## config.mk

```make
export PLATFORM = sky130hd
export DESIGN_NAME = demux_stream
export DESIGN_NICKNAME = d
export VERILOG_FILES = /design/src/rtl/demux_stream.sv
export SDC_FILE = /design/constraint.sdc
export NUM_CORES = 1
export LEC_CHECK = 0
export CAP_MARGIN = 0
export CORE_MARGIN = 2
export CORE_UTILIZATION = 39
export DETAILED_ROUTE_END_ITERATION = 8
export DONT_BUFFER_PORTS = 1
export MAX_ROUTING_LAYER = met4
export PLACE_DENSITY_LB_ADDON = 0.05
export SLEW_MARGIN = 10
export SYNTH_ARGS = -nofsm -noshare
export SYNTH_HDL_FRONTEND = slang
export SYNTH_SLANG_ARGS = --single-unit
```

## constraint.sdc

```tcl
create_clock -name clk -period 2.13 [get_ports clk]
set_clock_uncertainty 0.2 [all_clocks]
set_input_delay 0.3195 -clock clk [delete_from_list [all_inputs] [get_ports clk]]
set_output_delay 0.3195 -clock clk [all_outputs]
set_load 0.05 [all_outputs]
```

## src/rtl/demux_stream.sv

```systemverilog
// demux_stream: registered 1:N stream demultiplexer with valid/ready on the
// input and on every output channel. Each channel owns a one-entry holding
// register that presents its word until the consumer takes it.
// Optional broadcast mode is compiled in with `define DEMUX_BCAST_EN; without
// it the in_bcast port is present but ignored and all words are unicast.

module demux_stream #(
   parameter int W = 8,
   parameter int N = 8,
   localparam int SW = $clog2(N)
) (
   input  logic           clk,
   input  logic           rst_n,
   input  logic [W-1:0]   in_data,
   input  logic [SW-1:0]  in_sel,
   input  logic           in_bcast,
   input  logic           in_valid,
   output logic           in_ready,
   output logic [N*W-1:0] out_data,
   output logic [N-1:0]   out_valid,
   input  logic [N-1:0]   out_ready,
   output logic           err_sel
);

   logic [N-1:0] free;
   logic [N-1:0] load;
   logic         sel_ok;
   logic         free_sel;
   logic         bcast_act;
   logic         xfer;
   logic         err_next;

`ifdef DEMUX_BCAST_EN
   assign bcast_act = in_bcast;
`else
   logic bcast_unused;
   assign bcast_unused = in_bcast;
   assign bcast_act    = 1'b0;
`endif

   // Channel freedom, select decode, handshake and per-channel load strobes.
   // A channel draining this cycle counts as free so a stream never bubbles.
   // Selects beyond N-1 are accepted and dropped so the producer cannot stall.
   always_comb begin
      free     = ~out_valid | out_ready;
      sel_ok   = 1'b0;
      free_sel = 1'b0;
      for (int k = 0; k < N; k++) begin
         if (32'(in_sel) == k) begin
            sel_ok   = 1'b1;
            free_sel = free[k];
         end
      end

      if (bcast_act)
         in_ready = &free;
      else if (sel_ok)
         in_ready = free_sel;
      else
         in_ready = 1'b1;

      xfer     = in_valid && in_ready;
      err_next = xfer && !bcast_act && !sel_ok;

      load = '0;
      for (int k = 0; k < N; k++)
         load[k] = xfer && (bcast_act || (32'(in_sel) == k));
   end

   // Holding registers: load wins over drain; a drained channel keeps its data.
   always_ff @(posedge clk or negedge rst_n) begin
      if (!rst_n) begin
         out_valid <= '0;
         out_data  <= '0;
         err_sel   <= 1'b0;
      end else begin
         for (int k = 0; k < N; k++) begin
            if (load[k]) begin
               out_data[k*W +: W] <= in_data;
               out_valid[k]       <= 1'b1;
            end else if (out_ready[k]) begin
               out_valid[k]       <= 1'b0;
            end
         end
         err_sel <= err_next;
      end
   end

endmodule
```

After elaboration in Yosys (flattened, before gate mapping)
Index checks and enable logic that the tools add are counted.
Cells by class
  eq/ne operators: 7
  muxes and demuxes: 33
  bitwise gates (word level): 2
  reduce and logical (&&, ||, !) cells: 20
Operators by type and width (count)
  two-way mux 1 bit: 33
  nonzero test 2 bit: 8
  == test 3 bit, second input constant: 4
  logical AND 1 bit: 10
  inverter 8 bit: 1
  OR 8 bit: 1
  == test 3 x 2 -> 1 bit, second input constant: 2
  == test 3 x 1 -> 1 bit, second input constant: 1
  zero test 3 bit: 1
  zero test 1 bit: 1
Storage, ports and cells
  flip-flop bits (word level): 73
  output and inout bits: 74
  word-level logic and storage cells: 79

Logic depth before layout (Yosys ltp)
  depth after elaboration: 14
  depth in mapped cells: 6
  gate-level depth less buffers: 4

Least setup slack after synthesis
OpenSTA, ideal clock, no wires.
  path type: register to output
  start point: reg out_valid[2]
  end point: out in_ready
  data arrival time: 1.536 ns
  required time: 1.610 ns
  setup slack: 0.074 ns
  stages on the path, launching flop included: 5
  path buffers: 0
  cells stage by stage: dfrtp_1 -> nand2b_1 -> nand2b_1 -> a221oi_1 -> o22a_1
On the way
  cells in the longest elaborated chain, start to end: 9
Ends and longest elaborated chain
  start: declaration: RTL line 20  | output logic [N-1:0] out_valid,
  start signal: assignment: RTL line 73  | out_valid <= '0;
  start signal: indexed assignment: RTL line 80  | out_valid[k] <= 1'b1;
  start signal: indexed assignment: RTL line 82  | out_valid[k] <= 1'b0;
  inverter 8 bit: RTL line 45  | free = ~out_valid | out_ready;
  OR 8 bit: RTL line 45
  two-way mux 1 bit (6 in a row): RTL line 49  | if (32'(in_sel) == k) begin
  two-way mux 1 bit: RTL line 57  | else if (sel_ok)
  end: declaration: RTL line 18  | output logic in_ready,
Every way passes these cells.

Worst setup path after layout
  start point: reg out_valid[0]
  end point: out in_ready
On the way
  cells in the longest elaborated chain, start to end: 11
Ends and longest elaborated chain (RTL line)
  inverter 8 bit: 45
  OR 8 bit: 45
  two-way mux 1 bit (8 in a row): 49
  two-way mux 1 bit: 57
Every way passes these cells.

==> flow_summary.ini <==
[floorplanning]
dieWidth_um = 90.2
die-area_sq_um = 8140
placementRows = 31
core_sq_um = 7210
fp.dieH_um = 90.2
ioPinCount = 97
start_util_pct = 40.2

[timing]
final.min_clock_period_ns = 2.09
timing.fmax_mhz = 479
setup_viol = 0
worstMarginPinSlew_ns = 0.528
hold_slack_ns = -0.532
timing.final.crit_share_pct = 97.9
fin_ws_ns = 0.0441
hold_violations = 73
slew_headroom_pct = 64.8
slew_viol_final = 0
rsz0062_at_grt = true

[pwr]
p_leak_nw = 1.60
ir_drop_mv = 0.723
power_density_nw_per_um2 = 1260

[synth]
async_reset_ff_share_pct = 100
yosysTopAreaCellShare_pct = 63.0
ys_warn_count = 0
ys.flop_type = dfrtp_1
synth-adder-area-share_pct = 0
ys_ff_latch = 73
yosys-top-cells-area = dfrtp_1, mux2_2, mux2_4, nand2b_1, nand2_1
muxShareOfSynthArea_pct = 25.9
ys_seq_area_share_pct = 63.0
synth_top_family_by_area = multiplexers
avgSynthCellArea_sq_um = 15.4
ys_types = 28
synth_compound_area_share_pct = 2.16
synth_nets = 211
synthXorXnorAreaFrac_pct = 0
synth_top_area_cell = dfrtp_1
synth_cells = 188
synth.most_common_cell = dfrtp_1
synthSimpleGateAreaFrac_pct = 7.68
syn_area_sq_um = 2900
synth-edff-count = 0
synth_common_cells = dfrtp_1, mux2_2, mux2_4, nand2_1, nand2b_1

[grt]
grt_pass1_wl_um = 10600
grt_max_degree = 74
grt_pass1_vias = 1790
grt-ovfl-total = 0
grt_antenna_before_repair = 1
track_usage_pct = 17.9

[route]
wl_per_cell_um = 20.1
vias = 1687
viasPerCell = 5.02
dr.pass1.iters = 5
drtAntennaViolNets = 0
drtIter0Drc = 44
routed_wl_um = 6760
drc_errors = 0

[clocking]
root_buffer = clkbuf_8
clkSinkCount = 73
cts_tree = yes
insertion_delay_ns = 0.33
cts_buffer_depth = 2
h-tree-depth = 3
path_clk_slew_ns = 0.08
numCtsBuffers = 9
hold_buffers = 11

[placement]
place_hpwl_um = 4580
portBuffers = 0
gp_congestion = 0.767
post_dp_cell_area_sq_um = 3160
pre_cts_slack_ns = 0.274

[worst_setup_path]
cp_max_fo = 2
cp.required_ns = 1.61
endpoint_kind = output port
critPathKind = reg2out
arrival_ns = 1.57
cp-start-kind = register

[layout]
fillers = 670
regArea_sq_um = 1830
final_area_sq_um = 3530
multiInputGateArea_sq_um = 1050
drive_above_1_share_pct = 46.2
area_delta_synth_final_pct = 21.8
nets = 254

[run_status]
outcome = complete, but fails checks
violations = negative hold slack

[worst_hold_path]
min_path_type = in2async

[flow_run]
maxCapViolCount = 0
-- stage by stage --
stage / util (%) / setup TNS, ns / hold slack [ns] / power, mW / instances
2_1_floorplan: - / 0 / -0.176 / 3.13 / 188
3_3_place_gp: 43.8 / 0 / -0.174 / 3.25 / 304
3_5_place_dp: 43.8 / 0 / -0.174 / 3.27 / 304
4_1_cts: 48.5 / 0 / -0.547 / 4.52 / 332
5_1_grt: 49.0 / -0.0456 / -0.558 / 4.65 / 336
6_report: 49.0 / 0 / -0.532 / 4.47 / 336
-- state kept, by name, indices dropped and copies added, names as in the netlist --
signal     count
out_data      64
out_valid      8
err_sel        1
-- per-layer routing --
metal	vias to the layer above	GRT usage [%]	part of all wire, %
met3	9	6.37	8.4
met1	849	22.8	43
met5	-	-	0
met2	74	26.4	47
met4	0	6.54	1.3
li1	755	-	-
-- power breakdown --
group | switching [mW] | total [mW] | internal [mW]
Combinational | 0.158 | 0.430 | 0.272
Clock | 0.514 | 1.21 | 0.694
Sequential | 1.18 | 2.83 | 1.65
Total | 1.85 | 4.47 | 2.61
-- cell families after synthesis --
| group | count (synthesis) |
|---|---|
| other | 1 |
| and+or+nand+nor | 35 |
| buffers and inverters | 5 |
| AOI/OAI and AO/OA | 10 |
| DFF | 73 |
| muxes | 64 |
-- layout make-up --
cell class	count	share of cell area, %
sequential	73	51.7
clock inverter	6	2.52
antenna	1	0.0708
clock buffer	10	3.90
multi-input combinational	110	29.6
tap	99	3.51
timing repair buffer	34	8.36
inverter	3	0.319
-- layout by cell type, fill, tap and decap left out, types with 2 or more instances in the layout --
cell type | Yosys | layout
dfrtp_1 | 73 | 73
mux2_2 | 56 | 56
buf_4 | 0 | 22
dlygate4sd3_1 | 0 | 11
clkbuf_8 | 0 | 10
nand2b_1 | 8 | 8
nand2_1 | 8 | 8
mux2_4 | 8 | 8
o21ai_0 | 4 | 4
nand3b_1 | 3 | 3
inv_1 | 3 | 3
and2b_1 | 2 | 2
nor2_1 | 2 | 2
nand3_1 | 2 | 2
nor2b_1 | 2 | 2
bufinv_16 | 0 | 2
clkinvlp_4 | 0 | 2
-- worst max-delay path: stages (launching register included) --
cell and delay [ns]:
dfrtp_1 0.39, nand2b_1 0.10, o21bai_1 0.09, a221oi_2 0.25, o22a_1 0.25, buf_12 0.15
-- worst paths after layout --
path	endpoint	start	cells after the start	slack [ns]
max in group asynchronous	out_data[43]	rst_n	0	2.10
min in group clk	out_valid[5]	out_ready[5]	2	0.02
worst min-delay path	out_valid[6]	rst_n	0	-0.53
worst max register to register	out_data[4]	out_valid[0]	6	0.32
worst min register to register	out_valid[5]	out_valid[5]	2	0.34
worst max-delay path	in_ready	out_valid[0]	5	0.04
-- what timing repair did --
item / in CTS / in global routing
gates resized for setup: 0 / 1
setup endpoints to repair: 1 / 1
pin swaps: 1 / 2
gates cloned: 0 / 0
hold endpoints to repair: 140 / 73
buffers inserted: 1 / 3
No activity file was read; power rests on OpenSTA's default activity.
